**src/rtl/display_hex_mux2.sv**
```systemverilog
// display_hex_mux2
//   Time-multiplexed driver for a 2-digit common 7-segment display.
//   An 8-bit value (two hex nibbles) is captured into a shadow register and
//   moved into the display register only at frame boundaries, so a frame is
//   never torn. Each digit slot opens with a dead-time blank to avoid ghosting.
//
// Ports
//   clock_50mhz  in   1  system clock (single domain)
//   reset_n      in   1  asynchronous reset, active-low
//   valor        in   8  [3:0] digit 0 (anodos[0]), [7:4] digit 1 (anodos[1])
//   valor_valid  in   1  1-cycle load strobe for valor
//   blank_en     in   1  force display dark; scan keeps running
//   segmentos    out  7  segment drive, bit0=a .. bit6=g
//   anodos       out  2  digit enables, one-hot when lit
//   frame_tick   out  1  1-cycle pulse at the start of each frame

module display_hex_mux2 #(
  parameter int CLK_HZ         = 50_000_000,
  parameter int REFRESH_HZ     = 1_000,
  parameter int BLANK_CYCLES   = 500,
  parameter bit SEG_ACTIVE_LOW = 1'b0,
  parameter bit AN_ACTIVE_LOW  = 1'b0
) (
  input  logic       clock_50mhz,
  input  logic       reset_n,
  input  logic [7:0] valor,
  input  logic       valor_valid,
  input  logic       blank_en,
  output logic [6:0] segmentos,
  output logic [1:0] anodos,
  output logic       frame_tick
);

  localparam int DIV   = CLK_HZ / REFRESH_HZ;
  localparam int CNT_W = (DIV > 1) ? $clog2(DIV) : 1;

  localparam logic [CNT_W-1:0] CNT_LAST   = CNT_W'(DIV - 1);
  localparam logic [CNT_W-1:0] BLANK_LAST = CNT_W'(BLANK_CYCLES - 1);
  localparam logic [6:0]       SEG_OFF    = SEG_ACTIVE_LOW ? 7'h7F : 7'h00;
  localparam logic [1:0]       AN_OFF     = AN_ACTIVE_LOW  ? 2'b11 : 2'b00;

  typedef enum logic [1:0] {
    BLANK0 = 2'd0,
    LIT0   = 2'd1,
    BLANK1 = 2'd2,
    LIT1   = 2'd3
  } state_t;

  state_t           state, state_nx;
  logic [CNT_W-1:0] cnt, cnt_nx;
  logic [7:0]       shadow, disp;
  logic             pending;
  logic             slot_end, blank_end, frame_end;
  logic [6:0]       seg_raw, seg_nx;
  logic [1:0]       an_raw, an_nx;

  // Active-high gfedcba patterns
  function automatic logic [6:0] hex7(input logic [3:0] n);
    case (n)
      4'h0: hex7 = 7'h3F;
      4'h1: hex7 = 7'h06;
      4'h2: hex7 = 7'h5B;
      4'h3: hex7 = 7'h4F;
      4'h4: hex7 = 7'h66;
      4'h5: hex7 = 7'h6D;
      4'h6: hex7 = 7'h7D;
      4'h7: hex7 = 7'h07;
      4'h8: hex7 = 7'h7F;
      4'h9: hex7 = 7'h6F;
      4'hA: hex7 = 7'h77;
      4'hB: hex7 = 7'h7C;
      4'hC: hex7 = 7'h39;
      4'hD: hex7 = 7'h5E;
      4'hE: hex7 = 7'h79;
      default: hex7 = 7'h71;
    endcase
  endfunction

  // Slot counter runs 0..DIV-1 across each slot; the blank phase is its
  // first BLANK_CYCLES counts. ">=" keeps a corrupted counter from running
  // past the slot end.
  always_comb begin
    slot_end  = (cnt >= CNT_LAST);
    blank_end = (cnt == BLANK_LAST);
    cnt_nx    = slot_end ? '0 : cnt + 1'b1;
    state_nx  = state;
    case (state)
      BLANK0:  if (blank_end) state_nx = LIT0;
      LIT0:    if (slot_end)  state_nx = BLANK1;
      BLANK1:  if (blank_end) state_nx = LIT1;
      LIT1:    if (slot_end)  state_nx = BLANK0;
      default: begin
        state_nx = BLANK0;
        cnt_nx   = '0;
      end
    endcase
    frame_end = (state == LIT1) && slot_end;
  end

  // Outputs are derived from the next state so they change on the same edge
  // as the state register. disp is stable whenever a LIT state is entered,
  // because transfers only happen on the edge into BLANK0.
  always_comb begin
    seg_raw = 7'h00;
    an_raw  = 2'b00;
    if (!blank_en) begin
      case (state_nx)
        LIT0: begin
          an_raw  = 2'b01;
          seg_raw = hex7(disp[3:0]);
        end
        LIT1: begin
          an_raw  = 2'b10;
          seg_raw = hex7(disp[7:4]);
        end
        default: begin
          an_raw  = 2'b00;
          seg_raw = 7'h00;
        end
      endcase
    end
    seg_nx = SEG_ACTIVE_LOW ? ~seg_raw : seg_raw;
    an_nx  = AN_ACTIVE_LOW  ? ~an_raw  : an_raw;
  end

  // Scan FSM, tear-free load path and registered outputs.
  // A strobe landing on the frame edge bypasses the shadow straight into disp.
  always_ff @(posedge clock_50mhz or negedge reset_n) begin
    if (!reset_n) begin
      state      <= BLANK0;
      cnt        <= '0;
      shadow     <= 8'h00;
      disp       <= 8'h00;
      pending    <= 1'b0;
      segmentos  <= SEG_OFF;
      anodos     <= AN_OFF;
      frame_tick <= 1'b0;
    end else begin
      state      <= state_nx;
      cnt        <= cnt_nx;
      segmentos  <= seg_nx;
      anodos     <= an_nx;
      frame_tick <= frame_end;
      if (frame_end) begin
        if (valor_valid) begin
          disp   <= valor;
          shadow <= valor;
        end else if (pending) begin
          disp <= shadow;
        end
        pending <= 1'b0;
      end else if (valor_valid) begin
        shadow  <= valor;
        pending <= 1'b1;
      end
    end
  end

endmodule

```
**config.mk**
```make
export PLATFORM = sky130hd
export DESIGN_NAME = display_hex_mux2
export DESIGN_NICKNAME = d
export VERILOG_FILES = /design/src/rtl/display_hex_mux2.sv
export SDC_FILE = /design/constraint.sdc
export NUM_CORES = 1
export LEC_CHECK = 0
export CORE_UTILIZATION = 53
export CTS_BUF_LIST = sky130_fd_sc_hd__clkbuf_4
export CTS_CLUSTER_SIZE = 40
export DETAILED_ROUTE_END_ITERATION = 8
export DONT_BUFFER_PORTS = 1
export PLACE_DENSITY = 0.68
export SYNTH_ARGS = -nofsm -noshare
export SYNTH_HDL_FRONTEND = slang
export SYNTH_SLANG_ARGS = --single-unit
```
**constraint.sdc**
```tcl
create_clock -name clock_50mhz -period 2.6 [get_ports clock_50mhz]
set_input_delay 0.39 -clock clock_50mhz [delete_from_list [all_inputs] [get_ports clock_50mhz]]
set_output_delay 0.39 -clock clock_50mhz [all_outputs]
set_load 0.005 [all_outputs]
```
==> flow_summary.ini <==
[outcome]
status = completed

[setup_path]
reg2reg_to = disp[4]$_DFFE_PN0P_
cp_slowest_cell = a211oi_4
r2r_start = cnt[0]$_DFF_PN0_
rrSetupSlack_ps = 400
crit_path_start_kind = flop
required_ps = 2850
critPathKind = reg -> reg
end_kind = flop
critPathMaxFanout = 8
crit_buf_inv = 0
reg2reg_depth = 5
crit_path_cell_trace = ha_1, nand3_2, a211o_1, a211oi_4, mux2_2
arrival_ps = 2460
worst-path-stages = 5
cpPeakStageDelay_ps = 490
cp_top_family = compound AO/OA/AOI/OAI gates

[power]
power_leakage_nw = 1.08
p_per_area_mw_per_mm2 = 492
ir_drop_v = 0.000377

[routing]
drc = 0
drt_iter0_drc = 110
vias_per_cell = 5.97
dr.pass1.iters = 4
drt.antenna.violating_nets = 0
drt_wl_total_um = 4210
wl_per_cell_um = 15.7
vias = 1599

[clock_network]
cts-hold-fix-buffers = 2
post-cts-setup-buffers = 0
ctsRootBufferMaster = clkbuf_4
htreeDepth = 2
clkLatencyLatePin_ps = 350
cts_buffer_depth = 2
cts.clk_slew.worst_paths_ps = 120
clock_sinks = 45
cts_resized = 0
cts_tree = yes
cts_buffers = 5

[job]
maxCapViolCount = 0

[final_layout]
syn_to_final_growth_pct = 5.67
register_area_mm2 = 0.00113
nets = 240
multi_input_area_mm2 = 0.00116
utilization_pct = 60.2
fillCellCount = 362
final_cells = 268
diodes = 0
drive_gt1_share_pct = 17.9

[die]
die_area_mm2 = 0.00473
placementRows = 23
die_h_um = 68.7
coreArea_mm2 = 0.00414
fp.dieW_um = 68.7
pin_count = 22
start_util_pct = 57.0

[yosys]
synth.avg_cell_area_um2 = 10.8
syn-num-nets = 240
synth_area_mm2 = 0.00236
synth-seq-cells = 45
yosysWarnings = 0
syn_inst = 218
synth_enable_flop_cells = 0
netlist-cell-type-count = 41
synthArstFlopShare_pct = 100
ys_seq_area_share_pct = 47.7
dominantRegCellSynth = dfrtp_1

[min_path]
worstHoldStart = valor[6]
hold_class = in -> reg
hold_path_depth = 1
whs_endpoint = shadow[6]$_DFFE_PN0P_

[sta]
tightest_slew_ps = 505
max_freq_ghz = 0.454
relSlewSlack_pct = 66.3
finClkSkew_ps = 5.88
fin_setup_tns_ps = 0
hold_violations = 0
period_share_pct = 84.8
period_minus_slack_ps = 2200
rsz0062_at_grt = no
setup_viol = 0
maxSlewViolCount = 0

[placement]
dpl.cell_count = 259
port-buffer-count = 0
place_congestion = 0.860
dp_hpwl_um = 2990

[grt]
track_usage_pct = 21.4
grt_pass1_wl_um = 7260
antenna_found_initial = 0
grt_pass1_vias = 1534
gr-total-overflow = 0
grt_max_degree = 46
cell usage after synthesis, types with 2 or more instances:
cell / instances / area share, %
nand2_1: 9 / 1.4
dfrtp_1: 45 / 48
ha_1: 10 / 5.3
nor2_1: 26 / 4.1
a221oi_1: 2 / 0.74
mux2_2: 22 / 10
nand3_1: 6 / 1.3
xor2_1: 5 / 1.9
nor2b_1: 3 / 0.79
mux2i_1: 4 / 1.7
nand4_1: 5 / 1.3
clkbuf_1: 8 / 1.3
xnor2_1: 9 / 3.3
nor4_1: 3 / 0.79
a21oi_1: 12 / 2.5
a211o_1: 3 / 1.1
nor3_1: 8 / 1.7
o32ai_1: 2 / 0.74
o211ai_1: 3 / 0.95
a22oi_1: 2 / 0.64
and3_1: 2 / 0.53
inv_1: 9 / 1.4
mux4_2: 2 / 1.9
report_power, final:
| part | switching [mW] | internal (mW) | leakage (nW) |
|---|---|---|---|
| combinational | 0.0424 | 0.0441 | 0.455 |
| sequential | 0.0161 | 0.716 | 0.587 |
| clock | 0.213 | 0.196 | 0.0410 |
| total | 0.272 | 0.956 | 1.08 |
final cells by class:
| type | count | area share, % |
|---|---|---|
| multi-input combinational | 154 | 46.6 |
| tap | 50 | 2.51 |
| timing repair buffer | 3 | 1.50 |
| inverter | 9 | 1.35 |
| sequential | 45 | 45.1 |
| clock inverter | 2 | 1.40 |
| clock buffer | 5 | 1.50 |
through the flow:
stage / worst slack [ps] / area (µm²) / hold WS [ps] / power [mW]
after detailed placement: 403 / 2390 / 95.5 / 0.815
after global routing: 287 / 2490 / 171 / 1.28
after floorplan: 643 / 2360 / 94.4 / 0.802
final: 395 / 2490 / 190 / 1.23
after CTS: 388 / 2490 / 177 / 1.25
after global placement: 503 / 2390 / 95.6 / 0.809
worst register-to-register path, stage by stage (launching register included):
cell and delay (ps):
dfrtp_1 430, ha_1 230, nand3_2 180, a211o_1 400, a211oi_4 490, mux2_2 390
how the worst max path moves through the flow:
stage / startpoint / to / slack (ps)
3_3_place_gp: cnt[0]$_DFF_PN0_ / disp[4]$_DFFE_PN0P_ / 500
6_report: cnt[0]$_DFF_PN0_ / disp[4]$_DFFE_PN0P_ / 400
5_1_grt: cnt[0]$_DFF_PN0_ / disp[5]$_DFFE_PN0P_ / 290
2_1_floorplan: cnt[0]$_DFF_PN0_ / disp[0]$_DFFE_PN0P_ / 640
3_5_place_dp: cnt[0]$_DFF_PN0_ / disp[7]$_DFFE_PN0P_ / 400
4_1_cts: cnt[0]$_DFF_PN0_ / disp[7]$_DFFE_PN0P_ / 390
routing by layer:
layer | vias up | routed length (µm) | global-route usage, %
met2 | 33 | 1840 | 31.4
met5 | - | 0 | 0
li1 | 766 | - | -
met3 | 6 | 145 | 5.10
met4 | 0 | 64 | 8.16
met1 | 794 | 2160 | 30.4
kinds of logic (layout without fill, tap and decap cells):
kind of cell    Yosys count  in the layout  share of synthesized area (%)
simple gates             72             72                           15.6
flops                    45             45                           47.7
compound gates           30             30                           9.01
mux                      28             28                           14.1
buf+inv                  19             19                           3.07
xor+xnor                 14             14                           5.19
fa+ha+maj                10             10                           5.30
registers in the layout, summed over array words and instances, names as in the netlist:
name and count:
cnt 16, state 2, anodos 2, disp 8, frame_tick 1, segmentos 7
shadow 8, pending 1
cell usage in the layout, fill, tap and decap left out, types with 2 or more instances in the layout:
cell type	Yosys	routed
a211o_1	3	3
a21oi_1	12	12
a221oi_1	2	2
a22oi_1	2	2
and3_1	2	2
clkbuf_4	0	5
dfrtp_1	45	45
ha_1	10	10
inv_1	9	9
mux2_2	22	22
mux2i_1	4	4
mux4_2	2	2
nand2_1	9	9
nand3_1	6	6
nand4_1	5	5
nor2_1	26	26
nor2b_1	3	3
nor3_1	8	8
nor4_1	3	3
o211ai_1	3	3
o32ai_1	2	2
xnor2_1	9	9
xor2_1	5	5
Power figures use the tool's default switching activity.
